$ cat src/rtl/mips_pkg.sv
// Shared types for the MIPS-lite execute stage: control bundle, ALU opcodes, unit state.
package mips_pkg;

    localparam int MIPS_DATA_W = 32;
    localparam int MIPS_ADDR_W = 32;
    localparam int MIPS_DEST_W = 5;

    typedef enum logic [2:0] {
        ALU_ADD  = 3'b000,
        ALU_SUB  = 3'b001,
        ALU_MUL  = 3'b010,
        ALU_OR   = 3'b011,
        ALU_AND  = 3'b100,
        ALU_XOR  = 3'b101,
        ALU_BEQZ = 3'b110,
        ALU_BEQ  = 3'b111
    } alu_op_e;

    typedef enum logic [0:0] {
        IDLE     = 1'b0,
        MUL_BUSY = 1'b1
    } exec_state_e;

    typedef struct packed {
        logic [2:0]             alu_op;
        logic                   src_reg2;
        logic                   jump;
        logic                   reg_write;
        logic [MIPS_DEST_W-1:0] dest;
    } ctrl_t;

endpackage

$ cat src/rtl/execute_stage_pipe_mul.sv
// Multi-cycle signed multiplier for the execute stage: operand capture, busy FSM, countdown, done pulse.
// With MIPS_EXEC_OVF_TRAP_EN defined it also reports when the product does not fit in DATA signed bits.
module exec_mul_unit
    import mips_pkg::*;
#(
    parameter int DATA       = MIPS_DATA_W,
    parameter int MUL_CYCLES = 4
) (
    input  logic            clk,
    input  logic            rst,
    input  logic            flush,
    input  logic            start_i,
    input  logic [DATA-1:0] a_i,
    input  logic [DATA-1:0] b_i,
    input  logic            out_free_i,
    output logic            busy_o,
    output logic            done_o,
`ifdef MIPS_EXEC_OVF_TRAP_EN
    output logic            ovf_o,
`endif
    output logic [DATA-1:0] product_o
);

    localparam int              CNT_W    = $clog2(MUL_CYCLES);
    localparam logic [CNT_W-1:0] CNT_INIT = CNT_W'(MUL_CYCLES - 2);
    localparam logic [0:0]      S_IDLE   = IDLE;
    localparam logic [0:0]      S_BUSY   = MUL_BUSY;

    logic [0:0]       state_q, state_d;
    logic [CNT_W-1:0] cnt_q, cnt_d;
    logic signed [DATA-1:0] a_q, b_q;

    assign busy_o = (state_q == S_BUSY);
    // Completion waits at count zero until the output register can take the product.
    assign done_o = busy_o && (cnt_q == '0) && out_free_i;

    always_comb begin
        state_d = state_q;
        cnt_d   = cnt_q;
        if (flush) begin
            state_d = S_IDLE;
            cnt_d   = '0;
        end else if (start_i) begin
            state_d = S_BUSY;
            cnt_d   = CNT_INIT;
        end else if (busy_o) begin
            if (cnt_q != '0) begin
                cnt_d = cnt_q - 1'b1;
            end else if (out_free_i) begin
                state_d = S_IDLE;
            end
        end
    end

    always_ff @(posedge clk) begin
        if (rst) begin
            state_q <= S_IDLE;
            cnt_q   <= '0;
        end else begin
            state_q <= state_d;
            cnt_q   <= cnt_d;
        end
    end

    always_ff @(posedge clk) begin
        if (start_i) begin
            a_q <= a_i;
            b_q <= b_i;
        end
    end

`ifdef MIPS_EXEC_OVF_TRAP_EN
    logic [2*DATA-1:0] full_prod;
    assign full_prod = {{DATA{a_q[DATA-1]}}, a_q} * {{DATA{b_q[DATA-1]}}, b_q};
    assign product_o = full_prod[DATA-1:0];
    assign ovf_o     = !((&full_prod[2*DATA-1:DATA-1]) || !(|full_prod[2*DATA-1:DATA-1]));
`else
    assign product_o = a_q * b_q;
`endif

endmodule

$ cat src/rtl/execute_stage_pipe.sv
// Registered MIPS-lite execute stage with valid/ready handshake, multi-cycle MUL and flush.
// Optional MIPS_EXEC_OVF_TRAP_EN adds ovf_trap and suppresses writeback on arithmetic overflow.
module execute_stage_pipe
    import mips_pkg::*;
#(
    parameter int DATA       = MIPS_DATA_W,
    parameter int ADDR_W     = MIPS_ADDR_W,
    parameter int MUL_CYCLES = 4,
    parameter int DEST_W     = MIPS_DEST_W
) (
    input  logic              clk,
    input  logic              rst,
    input  logic              flush,
    input  logic              in_valid,
    output logic              in_ready,
    input  logic [DATA-1:0]   read_data_1,
    input  logic [DATA-1:0]   read_data_2,
    input  logic [DATA-1:0]   imm_data,
    input  logic [ADDR_W-1:0] pc_plus_4,
    input  ctrl_t             cntrl,
    output logic              out_valid,
    input  logic              out_ready,
    output logic [DATA-1:0]   alu_o,
    output logic [DATA-1:0]   write_data,
    output logic [ADDR_W-1:0] new_addr,
    output logic              is_taken,
    output logic              addr_err,
    output logic [DEST_W-1:0] dest_o,
`ifdef MIPS_EXEC_OVF_TRAP_EN
    output logic              ovf_trap,
`endif
    output logic              reg_write_o
);

    logic signed [DATA-1:0]   op_a, op_b, sum, diff;
    logic [DATA-1:0]          alu_res, mul_prod;
    logic                     alu_taken;
    logic signed [ADDR_W-1:0] pc_s, off_s;
    logic signed [ADDR_W:0]   tgt_sum;
    logic [ADDR_W-1:0]        tgt;
    logic                     tgt_err;
    logic                     busy, mul_done, out_free, accept, is_mul, mul_start;

    logic                     vld_q, vld_d, taken_q, taken_d, err_q, err_d, rw_q, rw_d;
    logic [DATA-1:0]          alu_q, alu_d, wd_q, wd_d;
    logic [ADDR_W-1:0]        addr_q, addr_d;
    logic [DEST_W-1:0]        dest_q, dest_d;

    logic [DATA-1:0]          pend_wd_q;
    logic [ADDR_W-1:0]        pend_addr_q;
    logic                     pend_err_q, pend_rw_q;
    logic [DEST_W-1:0]        pend_dest_q;

`ifdef MIPS_EXEC_OVF_TRAP_EN
    logic alu_ovf, mul_ovf, trap_q, trap_d;
`endif

    assign op_a = read_data_1;
    assign op_b = cntrl.src_reg2 ? read_data_2 : imm_data;
    assign sum  = op_a + op_b;
    assign diff = op_a - op_b;

    always_comb begin
        alu_res   = '0;
        alu_taken = 1'b0;
        case (alu_op_e'(cntrl.alu_op))
            ALU_ADD: begin
                alu_res   = sum;
                alu_taken = cntrl.jump;
            end
            ALU_SUB:  alu_res = diff;
            ALU_MUL:  alu_res = '0;
            ALU_OR:   alu_res = op_a | op_b;
            ALU_AND:  alu_res = op_a & op_b;
            ALU_XOR:  alu_res = op_a ^ op_b;
            ALU_BEQZ: begin
                alu_taken = (op_a == '0);
                alu_res   = {{(DATA-1){1'b0}}, alu_taken};
            end
            ALU_BEQ: begin
                alu_taken = (op_a == op_b);
                alu_res   = {{(DATA-1){1'b0}}, alu_taken};
            end
            default: alu_res = '0;
        endcase
    end

`ifdef MIPS_EXEC_OVF_TRAP_EN
    always_comb begin
        alu_ovf = 1'b0;
        if (alu_op_e'(cntrl.alu_op) == ALU_ADD) begin
            alu_ovf = (op_a[DATA-1] == op_b[DATA-1]) && (sum[DATA-1] != op_a[DATA-1]);
        end else if (alu_op_e'(cntrl.alu_op) == ALU_SUB) begin
            alu_ovf = (op_a[DATA-1] != op_b[DATA-1]) && (diff[DATA-1] != op_a[DATA-1]);
        end
    end
`endif

    // Branch target is summed one bit wider so signed overflow shows up as a sign disagreement.
    assign pc_s    = pc_plus_4;
    assign off_s   = imm_data[ADDR_W-1:0] << 2;
    assign tgt_sum = {pc_s[ADDR_W-1], pc_s} + {off_s[ADDR_W-1], off_s};
    assign tgt     = cntrl.jump ? read_data_1[ADDR_W-1:0] : tgt_sum[ADDR_W-1:0];
    assign tgt_err = !cntrl.jump && (tgt_sum[ADDR_W] != tgt_sum[ADDR_W-1]);

    assign out_free  = !vld_q || out_ready;
    assign in_ready  = !busy && out_free && !flush;
    assign accept    = in_valid && in_ready;
    assign is_mul    = (alu_op_e'(cntrl.alu_op) == ALU_MUL);
    assign mul_start = accept && is_mul;

    exec_mul_unit #(
        .DATA       (DATA),
        .MUL_CYCLES (MUL_CYCLES)
    ) u_mul (
        .clk        (clk),
        .rst        (rst),
        .flush      (flush),
        .start_i    (mul_start),
        .a_i        (op_a),
        .b_i        (op_b),
        .out_free_i (out_free),
        .busy_o     (busy),
        .done_o     (mul_done),
`ifdef MIPS_EXEC_OVF_TRAP_EN
        .ovf_o      (mul_ovf),
`endif
        .product_o  (mul_prod)
    );

    // Side-band fields of a MUL travel with it until the product is ready.
    always_ff @(posedge clk) begin
        if (mul_start) begin
            pend_wd_q   <= read_data_2;
            pend_addr_q <= tgt;
            pend_err_q  <= tgt_err;
            pend_rw_q   <= cntrl.reg_write;
            pend_dest_q <= DEST_W'(cntrl.dest);
        end
    end

    always_comb begin
        vld_d   = vld_q;
        alu_d   = alu_q;
        wd_d    = wd_q;
        addr_d  = addr_q;
        taken_d = taken_q;
        err_d   = err_q;
        dest_d  = dest_q;
        rw_d    = rw_q;
`ifdef MIPS_EXEC_OVF_TRAP_EN
        trap_d  = trap_q;
`endif
        if (flush) begin
            vld_d = 1'b0;
        end else if (mul_done) begin
            vld_d   = 1'b1;
            alu_d   = mul_prod;
            wd_d    = pend_wd_q;
            addr_d  = pend_addr_q;
            taken_d = 1'b0;
            err_d   = pend_err_q;
            dest_d  = pend_dest_q;
`ifdef MIPS_EXEC_OVF_TRAP_EN
            rw_d    = pend_rw_q && !mul_ovf;
            trap_d  = mul_ovf;
`else
            rw_d    = pend_rw_q;
`endif
        end else if (accept && !is_mul) begin
            vld_d   = 1'b1;
            alu_d   = alu_res;
            wd_d    = read_data_2;
            addr_d  = tgt;
            taken_d = alu_taken;
            err_d   = tgt_err;
            dest_d  = DEST_W'(cntrl.dest);
`ifdef MIPS_EXEC_OVF_TRAP_EN
            rw_d    = cntrl.reg_write && !alu_ovf;
            trap_d  = alu_ovf;
`else
            rw_d    = cntrl.reg_write;
`endif
        end else if (vld_q && out_ready) begin
            vld_d = 1'b0;
        end
    end

    // EX/MEM register
    always_ff @(posedge clk) begin
        if (rst) begin
            vld_q   <= 1'b0;
            alu_q   <= '0;
            wd_q    <= '0;
            addr_q  <= '0;
            taken_q <= 1'b0;
            err_q   <= 1'b0;
            dest_q  <= '0;
            rw_q    <= 1'b0;
`ifdef MIPS_EXEC_OVF_TRAP_EN
            trap_q  <= 1'b0;
`endif
        end else begin
            vld_q   <= vld_d;
            alu_q   <= alu_d;
            wd_q    <= wd_d;
            addr_q  <= addr_d;
            taken_q <= taken_d;
            err_q   <= err_d;
            dest_q  <= dest_d;
            rw_q    <= rw_d;
`ifdef MIPS_EXEC_OVF_TRAP_EN
            trap_q  <= trap_d;
`endif
        end
    end

    assign out_valid   = vld_q;
    assign alu_o       = alu_q;
    assign write_data  = wd_q;
    assign new_addr    = addr_q;
    assign is_taken    = taken_q;
    assign addr_err    = err_q;
    assign dest_o      = dest_q;
    assign reg_write_o = rw_q;
`ifdef MIPS_EXEC_OVF_TRAP_EN
    assign ovf_trap    = trap_q;
`endif

endmodule

$ cat config.mk
export PLATFORM = sky130hd
export DESIGN_NAME = execute_stage_pipe
export DESIGN_NICKNAME = d
export VERILOG_FILES = /design/src/rtl/mips_pkg.sv /design/src/rtl/execute_stage_pipe_mul.sv /design/src/rtl/execute_stage_pipe.sv
export SDC_FILE = /design/constraint.sdc
export NUM_CORES = 2
export LEC_CHECK = 0
export ABC_AREA = 1
export CORE_MARGIN = 5
export CORE_UTILIZATION = 60
export DETAILED_ROUTE_END_ITERATION = 7
export PLACE_DENSITY = 0.81
export SYNTH_ARGS = -nofsm -noshare
export SYNTH_HDL_FRONTEND = slang
export SYNTH_SLANG_ARGS = --single-unit
$ cat constraint.sdc
create_clock -name clk -period 21.6 [get_ports clk]
set_input_delay 5.4 -clock clk [delete_from_list [all_inputs] [get_ports clk]]
set_output_delay 5.4 -clock clk [all_outputs]
set_load 0.01 [all_outputs]
# After elaboration in Yosys (flattened, before gate mapping)

Index checks and enable logic that the tools add are counted.

Bits in registers: 243
Latch bits: 0
Memory bits (writable): 0
Memory bits (read-only): 0
Input bits: 144
Output and inout port bits: 106
Logic and storage cells: 92
Memories kept: 0

Add/sub/neg operators: 4
Multipliers: 1
Div/mod/pow operators: 0
Magnitude comparators: 0
Equal/unequal tests: 9
Shift operators: 0
Multiplexer cells: 28
Bitwise logic cells: 4
Reductions and logical operators: 28

Operators by type and width:

| cell                 | number |
|---|---|
| $mux W32             | 8 |
| $pmux W32 S8         | 1 |
| $add A32 B32 Y33     | 1 |
| $add A32 B32 Y32     | 1 |
| $and A32 B32 Y32     | 1 |
| $eq A32 B32 Y1       | 1 |
| $logic_not A32 Y1    | 1 |
| $mul A32 B32 Y32     | 1 |
| $or A32 B32 Y32      | 1 |
| $sub A32 B32 Y32     | 1 |
| $xor A32 B32 Y32     | 1 |
| $mux W1              | 13 |
| $eq A3 B3 Y1 const B | 4 |
| $mux W5              | 2 |
| $logic_and A1 B1 Y1  | 9 |
| $reduce_bool A2 Y1   | 4 |
| $eq A3 B2 Y1 const B | 2 |
| $mux W2              | 3 |
| $reduce_and A2 Y1    | 3 |
| $logic_not A1 Y1     | 5 |
| $eq A3 B1 Y1 const B | 1 |
| $logic_not A3 Y1     | 1 |
| $pmux W1 S3          | 1 |
| $reduce_bool A3 Y1   | 1 |
| 7 further kinds      | 7 |

# Depth between registers and ports, before layout

Depth after elaboration: 8
Gate-level depth with buffers: 38
Mapped depth without buffers: 36

# Cells and area by module

Synthesis repeated with hierarchy kept, for this count alone.

Cells, all modules: 5,047
Area, all modules: 35,429.0 µm²

By module, submodules not included:

| module             | times used | cells an instance | area each (µm²) |
|---|---|---|---|
| exec_mul_unit      | 1          | 2,504             | 19,600.0 |
| execute_stage_pipe | 1          | 2,543             | 15,828.9 |

# Worst setup path after synthesis

Ideal clock, no wire load.

Path type: input to register
From: input port cntrl[10] (netlist bit)
To: register pend_addr_q[0] (enable)
Arrival time: 18.741 ns
Setup slack: 1.888 ns
Stages on the path: 2
Cell sequence: buf_2 > nor4_1

Cells in the longest elaborated chain, start to end: 2

Ends and longest elaborated chain:

| item                   | line                      | source |
|---|---|---|
| start: declaration     | execute_stage_pipe.sv:20  | `input ctrl_t cntrl,` |
| $eq A3 B2 Y1           | execute_stage_pipe.sv:109 | `assign is_mul = (alu_op_e'(cntrl.alu_op) == ALU_MUL);` |
| $logic_and A1 B1 Y1    | execute_stage_pipe.sv:110 | `assign mul_start = accept && is_mul;` |
| named net mul_start    | execute_stage_pipe.sv:42  | `logic busy, mul_done, out_free, accept, is_mul, mul_start;` |
| end signal: assignment | execute_stage_pipe.sv:135 | `pend_addr_q <= tgt;` |
| end: declaration       | execute_stage_pipe.sv:50  | `logic [ADDR_W-1:0] pend_addr_q;` |

The timed path passes the listed nets, and every way through them passes these cells.
A chain may end at the register's enable or synchronous reset.

# Worst setup path after layout

From: input port out_ready
To: output port in_ready

Cells in the longest elaborated chain, start to end: 3

Ends and longest elaborated chain:

| item                              | line                      | source |
|---|---|---|
| start: declaration                | execute_stage_pipe.sv:22  | `input logic out_ready,` |
| $logic_or A1 B1 Y1                | execute_stage_pipe.sv:106 | `assign out_free = !vld_q \|\| out_ready;` |
| $logic_and A1 B1 Y1 (2 in series) | execute_stage_pipe.sv:107 | `assign in_ready = !busy && out_free && !flush;` |
| end: declaration                  | execute_stage_pipe.sv:15  | `output logic in_ready,` |

Every way passes these cells.

==> impl_metrics.csv <==
group,metric,value,unit
status,status,"complete, no violations",
sta,fmax,83.0,MHz
pwr,p_leak,20.1,nW
pwr,p_int,1.33,mW
sta,finalHoldViolCount,0,
floorplanning,die_w,248,um
critical_path,arrival,6.65,ns
critical_path,cpPeakStageDelay,0.57,ns
cts,htreeDepth,1,
finish,seqCellArea,0.00622,mm^2
floorplanning,core_area,0.0562,mm^2
drt,num_vias,30691,
drt,routedWlPerCell,21.3,um
synthesis,async_reset_ff_share,0,%
synthesis,postSynthAreaPerCell,7.42,um^2
critical_path,startpoint_type,"input port",
floorplanning,die-height,248,um
drt,drt-pass1-iter-count,7,
global_routing,grt.overflow.total,0,
global_routing,track_usage,37.6,%
drt,drt_wl_total,116000,um
floorplanning,die-area,0.0613,mm^2
pwr,switching_share,48.3,%
sta,relSlewSlack,14.2,%
finish,nets,5502,
run,drv_cap,0,
pwr,power.density,68.8,mW/mm^2
synthesis,ys_warn_count,0,
cts,clk_pin_slew_worst_paths,0.06,ns
synthesis,synthAdderAreaFrac,34.5,%
pwr,switchingPower,1.25,mW
critical_path,slowest_stage,"clkdlybuf4s50_1",
critical_path,crit_chain,"clkdlybuf4s50_1, nor2_1, nor3_2, clkdlybuf4s50_1",
floorplanning,initial_core_util,60.3,%
finish,drive_gt1_share,3.41,%
synthesis,synth-edff-count,135,
cts,cts_buffers,24,
critical_path,critPathRequiredTime,16.20,ns
global_routing,grt_pass1_vias,30754,
sta,slew_violations,0,
pwr,pwr-share-comb,63.2,%
sta,fin_skew,0.0169,ns
critical_path,crit_fanout,3,
finish,design_area,0.0375,mm^2
drt,ant_nets,0,
place,placed_cells_incl_taps,5401,
cts,clock_sinks,243,
pwr,pwr-share-clk,16.9,%
synthesis,synth_top_cell_by_area,"fa_1",
critical_path,path_common_cell,"clkdlybuf4s50_1",
synthesis,synth-xor-area-share,1.67,%
place,placed_cell_area,0.0367,mm^2
finish,fin_util,66.8,%
cts,cts.hold.buffers_added,0,
sta,grt_setup_unrepaired,"false",
cts,insertion_delay,0.57,ns
global_routing,antenna_found_initial,6,
min_path,hold_end,"new_addr[25]",
critical_path,path_buf_inv,2,
min_path,min_from,"new_addr[25]",
critical_path,reg2reg_to,"alu_o[31]",
synthesis,synthDominantCellAreaShare,24.3,%
sta,holdWs,0.462,ns
critical_path,timing.critical_path.from,"out_ready",
critical_path,reg2reg_setup_slack,13.69,ns
synthesis,yosys.area_share.simple,18.5,%
critical_path,rr_startpoint,"u_mul.a_q[9]",
cts,clk_path_buf_depth,3,
synthesis,synth_area_leaders,"fa_1 (24%), nand2_1 (12%), inv_1 (12%)",
sta,fin_tns_setup,0,ns
critical_path,critPathKind,"in -> out",
synthesis,yosys-mux-area-fraction,0,%
synthesis,yosysUniqueCellTypes,59,
drt,post_drt_via_cell_ratio,5.63,
global_routing,grt_pass1_wl,177000,um
sta,tightest_slew,1.29,ns
synthesis,synth_top_family_by_area,"adder cells",
min_path,hold_path_depth,2,
sta,fin_crit_sh,55.8,%
global_routing,grt_max_degree,90,
synthesis,ys_seq_area_share,18.4,%
critical_path,crit_family,"buffers and inverters",
floorplanning,pin_count,250,
place,gp_congestion,1.04,
finish,fin_cells,5450,
pwr,seqPwrFrac,19.9,%
critical_path,reg2reg_depth,27,
synthesis,synth_cells,4565,
drt,drt_iter0_drc,2732,
floorplanning,num_rows,87,
cts,clk_root_buffer_cell,"clkbuf_16",
critical_path,worst-path-stages,4,
cts,cts_tree,"built",
sta,post-route-min-period,12.05,ns
place,hpwl,93400,um
sta,finalSetupViolCount,0,
synthesis,synth_compound_area_share,12.0,%
finish,multi_input_area,0.0226,mm^2
place,portBuffers,249,
synthesis,ys_ff_latch,243,
synthesis,synthesis.area,0.0339,mm^2
synthesis,ys.flop_type,"edfxtp_1",
finish,nFillCells,4875,
finish,areaGrowthSynthToFinish,10.8,%
drt,drc_errors,0,
critical_path,cp-end-kind,"primary output",
synthesis,synth_nets,5396,
cts,post_cts_buffers,0,
pwr,irDropWorstVdd,0.112,mV
cts,cts_resized,0,
min_path,hold_class,"reg -> reg",
[power by group through the flow]
| stage | clock network, mW | logic (mW) | registers, mW |
|---|---|---|---|
| 6_report | 0.437 | 1.63 | 0.513 |
| 5_1_grt | 0.459 | 1.78 | 0.514 |
| 3_5_place_dp | 0 | 1.58 | 0.523 |
| 2_1_floorplan | 0 | 1.05 | 0.524 |
| 3_3_place_gp | 0 | 1.57 | 0.523 |
| 4_1_cts | 0.441 | 1.60 | 0.513 |
[sequential cells by signal (all words and copies together) (netlist names), 2 cells and up]
signal,count
u_mul.cnt_q,2
u_mul.a_q,32
alu_o,32
pend_dest_q,5
write_data,32
u_mul.b_q,32
pend_addr_q,32
pend_wd_q,32
dest_o,5
new_addr,32
[kinds of logic after synthesis]
family | after synthesis
adders and majority gates | 687
xor gates and xnor gates | 61
DFF | 243
AOI/OAI and AO/OA | 707
and+or+nand+nor | 1550
buffers and inverters | 1317
[stage by stage]
step                      power (mW)  worst slack (ns)
final                           2.58              9.55
after global routing            2.76              9.49
after CTS                       2.56              9.54
after detailed placement        2.11              9.57
after global placement          2.09              9.59
after floorplan                 1.58              1.89
[cells in the mapped netlist (7+ instances only)]
master,count
a21boi_0,8
a21boi_1,7
a21o_1,11
a21oi_1,219
a21oi_2,8
a31oi_1,70
buf_1,12
buf_2,54
buf_4,10
clkbuf_1,126
dfxtp_1,108
edfxtp_1,135
fa_1,411
ha_1,276
inv_1,1089
inv_2,22
nand2_1,1101
nand2_2,8
nand3_1,132
nand4_1,22
nor2_1,212
nor3_1,24
nor4_1,12
o211ai_1,7
o21ai_0,228
o21ai_1,51
o21ai_2,11
o21bai_1,15
o221ai_1,8
o22ai_1,21
o31ai_1,7
or2_1,15
or2_2,8
xnor2_1,19
xor2_1,38
[layer usage]
metal / share of wire, % / routed length [um] / GRT usage (%) / vias to the layer above
li1: - / - / - / 14154
met1: 37 / 42800 / 46.7 / 14594
met2: 47 / 54100 / 62.4 / 1553
met3: 9.3 / 10700 / 6.70 / 390
met4: 7.2 / 8370 / 20.7 / 0
met5: 0 / 0 / 0 / -
[cell usage in the layout (no fill, tap or decap), types with 9 or more instances in the layout]
master,synthesis,layout
edfxtp_1,135,135
or2_1,15,15
inv_1,1089,1087
ha_1,276,276
clkdlybuf4s50_1,0,248
nor3_1,24,24
xnor2_1,19,19
nor2_1,212,210
nor4_1,12,11
o21bai_1,15,15
a21oi_1,219,219
nand2_1,1101,1100
inv_2,22,23
clkbuf_16,0,26
o21ai_1,51,51
nand4_1,22,22
buf_4,10,37
a31oi_1,70,70
dfxtp_1,108,108
o21ai_0,228,228
o21ai_2,11,11
fa_1,411,411
o22ai_1,21,21
nand2_2,8,9
nand3_1,132,131
xor2_1,38,38
a21o_1,11,11
[final cells by class]
type / count / share of cell area, %
clock buffers: 32 / 1.79
repair buffers: 286 / 7.37
diodes: 5 / 0.0334
inverters: 1111 / 11.1
multi-input cells: 3005 / 60.2
clock inverters: 12 / 0.364
well taps: 756 / 2.52
flip-flops and latches: 243 / 16.6
[worst reg2reg max path, delay by kind of cell, from the launching register on]
family,cells,cell delay [ns]
flops,1,1.14
buf+inv,7,0.37
compound gates,3,0.70
fa+ha+maj,9,4.26
simple gates,8,1.32
[how the worst max path moves through the flow]
stage                     slack [ns]              to
after global routing            9.49        in_ready
after CTS                       9.54        in_ready
final                           9.55        in_ready
after floorplan                 1.89  pend_addr_q[0]
after global placement          9.59        in_ready
after detailed placement        9.57        in_ready
Note: power is estimated with default switching activity, not from simulation.
